`src/rtl/port_arbiter.sv`:
```
// port_arbiter: round-robin, packet-locked output-port arbiter with credit flow control.
// Define ARB_CREDIT_FLOW_EN for the credit counter; otherwise credit_in acts as a level ready_in.
module port_arbiter #(
  parameter int FIFO_DEPTH = 4,
  parameter int CNT_W = 3
) (
  input  logic       clk,
  input  logic       rst,
  input  logic [4:0] req,
  input  logic [4:0] valid,
  input  logic [4:0] tail,
  input  logic       credit_in,
  output logic [4:0] grant,
  output logic [4:0] read_en,
  output logic       valid_out,
  output logic       credit_err
);
  typedef enum logic {IDLE, LOCKED} state_t;
  state_t state;
  logic [2:0] rr_ptr, k, pidx, owner;
  logic [3:0] sum;
  logic [9:0] dbl;
  logic [4:0] rot, pick;
  logic ok, xfer;
  // rotate requests so rr_ptr sits at bit 0, then take the lowest set bit
  always_comb begin
    dbl = {req, req} >> rr_ptr;
    rot = dbl[4:0];
    k = '0;
    for (int i = 4; i >= 0; i--) if (rot[i]) k = 3'(i);
    sum = {1'b0, k} + {1'b0, rr_ptr};
    pidx = sum >= 4'd5 ? 3'(sum - 4'd5) : sum[2:0];
    pick = |req ? 5'(5'b1 << pidx) : 5'b0;
    owner = '0;
    for (int i = 0; i < 5; i++) if (grant[i]) owner = 3'(i);
  end
  assign read_en = (!rst && ok) ? grant & valid : 5'b0;
  assign xfer = |read_en;
  assign valid_out = xfer;
  always_ff @(posedge clk) begin
    if (rst) begin
      state <= IDLE;
      grant <= '0;
      rr_ptr <= '0;
    end else if (state == IDLE) begin
      if (|req) begin
        grant <= pick;
        state <= LOCKED;
      end
    end else if (xfer && |(grant & tail)) begin
      state <= IDLE;
      grant <= '0;
      rr_ptr <= owner == 3'd4 ? 3'd0 : owner + 3'd1;
    end
  end
`ifdef ARB_CREDIT_FLOW_EN
  logic [CNT_W-1:0] credits;
  assign ok = credits != '0;
  always_ff @(posedge clk) begin
    if (rst) begin
      credits <= CNT_W'(FIFO_DEPTH);
      credit_err <= 1'b0;
    end else if (xfer && !credit_in) begin
      credits <= credits - 1'b1;
    end else if (credit_in && !xfer) begin
      if (credits == CNT_W'(FIFO_DEPTH)) credit_err <= 1'b1;
      else credits <= credits + 1'b1;
    end
  end
`else
  assign ok = credit_in;
  assign credit_err = 1'b0;
`endif
endmodule
```
`config.mk`:
```
export PLATFORM = sky130hd
export DESIGN_NAME = port_arbiter
export DESIGN_NICKNAME = d
export VERILOG_FILES = /design/src/rtl/port_arbiter.sv
export SDC_FILE = /design/constraint.sdc
export NUM_CORES = 1
export LEC_CHECK = 0
export ABC_AREA = 1
export ABC_CLOCK_PERIOD_IN_PS = 5900
export BUFFER_PORTS_ARGS = -buffer_cell sky130_fd_sc_hd__buf_2
export CORE_MARGIN = 10
export CORE_UTILIZATION = 30
export CTS_BUF_LIST = sky130_fd_sc_hd__clkbuf_8
export DETAILED_ROUTE_END_ITERATION = 10
export PLACE_DENSITY = 0.53
export SLEW_MARGIN = 10
export SYNTH_ARGS = -nofsm -noshare
export SYNTH_HDL_FRONTEND = slang
export SYNTH_SLANG_ARGS = --single-unit
```
`constraint.sdc`:
```
create_clock -name clk -period 5.9 [get_ports clk]
set_input_delay 0.295 -clock clk [delete_from_list [all_inputs] [get_ports clk]]
set_output_delay 0.295 -clock clk [all_outputs]
set_load 0.01 [all_outputs]
```
==> results.cfg <==
[min_path]
whs_path_depth = 4
hold_path_class = input pin to flip-flop
min_delay_worst_endpoint = grant[3]
min-delay-start = rst

[global_route]
grt_overflow_total = 0
grt_pass1_vias = 994
grt_pass1_wl_microns = 4340
antenna_found_initial = 0
grt_max_degree = 14
groute.usage.overall = 0.08504

[synth]
yosysWarnings = 0
ys_seq_area_frac = 0.1851
synth.largest_area_cell = nand2_1
synth.distinct_cells = 25
synthTopCellsByArea = nand2_1 22%, dfxtp_1 19%, nor2_1 8.5%
syn_nets = 194
synth_seq_cells = 9
syn_inst = 170
synth_area_sq_um = 973.4
synth_top_cell_area_share = 0.2237
syn_avg_cell_area_sq_um = 5.726

[worst_setup_path]
worst-r2r-setup-slack_ns = 2.81
worst-path-buf-inv = 2
timing.rr.end = grant[0]
cp-end-kind = flip-flop
cp_top_family = simple AND/OR/NAND/NOR gates
crit_fanout = 13
cp.required_ns = 6.07
crit_chain = o21ai_0 -> o21ai_0 -> nand2_1 -> nand2_1 -> a21boi_1 -> ha_1 -> fa_1 -> inv_1 -> ha_1 -> inv_1 -> nand2_1 -> nand3_2 -> nand2_2 -> nand2_1 -> nand2_1 -> nand2_1 -> nor2_1 -> nor2_1 -> nor2_1
critical-path-slowest-cell = dfxtp_1
crit_type = flip-flop to flip-flop
arrival_ns = 3.26
critPathLaunchType = flip-flop
timing.rr.start = rr_ptr[0]
rr_worst_depth = 19
max_stage_delay_ns = 0.53
cpMostUsedCell = nand2_1

[floorplan]
dieWidth_microns = 76.96
die_height_microns = 76.96
dieArea_sq_mm = 0.005923
start_util = 0.3163
io_pins = 30
row_count = 20
core-area_sq_mm = 0.003078

[clock_tree]
cts_tree = done
insertion_delay_ns = 0.23
max-clock-path-buffers = 2
cts_sinks = 9
clk_pin_slew_ns = 0.05
htree_levels = 1
cts_resized = 0
cts_made_buffers = 3
root_buffer = clkbuf_8
post-cts-setup-buffers = 0
cts-hold-fix-buffers = 0

[power_and_ir_drop]
power_uw = 204.7
powerDensity_mw_per_mm2 = 171.3
leakage_uw = 0.0006246
ir_drop_mv = 0.1259

[cells_and_area]
drive_gt1_frac = 0.2250
n_fill_cell = 348
nets = 225
final_core_util = 0.3882
diodes = 0
area_growth_pct = 22.75

[place]
io_buffers = 28
dp_hpwl_microns = 2258
gp_congestion = 0.7524

[sta]
rsz0062_at_grt = no
fin_crit_sh = 0.5238
setup_viol = 0
slew_viol_final = 0
clock.fmax_mhz = 323.6
clock_skew_ns = 0.003642
layout_min_cycle_time_ns = 3.090
hold_violations = 0
worst_hold_slack_ns = 0.3758
tns_ns = 0

[route]
via_per_inst = 4.512
wl_per_cell_microns = 10.85
drtPass1Iterations = 4
routed-via-count = 1101
drc = 0
wl_microns = 2648
ant_nets = 0
drt_iter0_drc = 19

[run_status]
status = finished clean

[job]
max-cap-violations = 0
-- cell usage in the layout (no fill, tap or decap), drive strengths merged --
cell,synthesis,layout
or2,1,1
nand3,15,15
nand2,64,64
fa,1,1
o22ai,2,2
a21oi,5,5
ha,5,5
a21boi,1,1
clkbuf,0,3
dfxtp,9,9
nand4,1,1
conb,1,1
o211ai,2,2
inv,20,21
a211oi,1,1
o21ai,14,14
nor2,26,26
buf,2,28
-- routing by layer --
metal | up-vias | GRT usage | share of wire
met5 | - | 0 | 0
met4 | 0 | 0.01115 | 0
met2 | 18 | 0.1551 | 0.51
met3 | 0 | 0.02564 | 0.030
li1 | 600 | - | -
met1 | 483 | 0.09618 | 0.46
-- cell usage after synthesis --
master    number
conb_1         1
dfxtp_1        9
a21boi_1       1
inv_2          3
nand2_4        3
nor2_2         3
inv_1         17
o21ai_0        8
nor2_1        22
buf_6          1
buf_4          1
a21oi_1        5
a211oi_1       1
o21ai_1        6
nand2_1       58
nand2_2        3
o211ai_1       2
nand4_1        1
or2_1          1
nor2_4         1
ha_1           5
nand3_2        1
o22ai_1        2
nand3_1       14
fa_1           1
-- where the power goes --
group          switching [uW]  internal, uW  leakage, uW
clock network            23.8          45.3    0.0000269
registers                5.70          64.8    0.0000739
logic                    39.7          25.5     0.000524
-- state kept, by name, summed over array words and instances, names as in the netlist --
| signal | count |
|---|---|
| state | 1 |
| grant | 5 |
| rr_ptr | 3 |
-- area by class of cell --
cell class	count	area, sq um	area share
clock buffer	3	41.29	0.03455
clock inverter	1	3.754	0.003141
inverter	20	75.07	0.06283
multi-input combinational	139	699.4	0.5853
sequential	9	180.2	0.1508
tap	44	55.05	0.04607
timing repair buffer	28	140.1	0.1173
-- through the flow --
stage	cell area [sq um]	instances	setup slack, ns
3_5_place_dp	1150	240	2.829
3_3_place_gp	1150	240	2.906
4_1_cts	1195	244	2.804
6_report	1195	244	2.810
5_1_grt	1195	244	2.428
2_1_floorplan	973.4	170	3.235
-- cells by family (layout without fill, tap and decap cells) --
logic type	Yosys count	in the layout	share of synthesized area
compound gates	25	25	0.1414
fa+ha+maj	6	6	0.08483
buf+inv	22	52	0.09640
flops	9	9	0.1851
other cells	1	1	0.003852
simple gates	107	107	0.4884
-- worst min-delay path, stage by stage --
cell and delay [ns]:
buf_2 0.08, inv_2 0.07, nand2_1 0.08, a21oi_1 0.03
-- how the worst max path moves through the flow --
stage / startpoint / end / slack, ns / cells after the start
after floorplan: rr_ptr[1] / grant[0] / 3.23 / 20
after global placement: rr_ptr[0] / grant[0] / 2.91 / 19
after detailed placement: rr_ptr[0] / grant[0] / 2.83 / 19
after CTS: rr_ptr[0] / grant[0] / 2.80 / 19
after global routing: rr_ptr[0] / grant[0] / 2.43 / 19
final: rr_ptr[0] / grant[0] / 2.81 / 19
No activity file was read; power rests on OpenSTA's default activity.
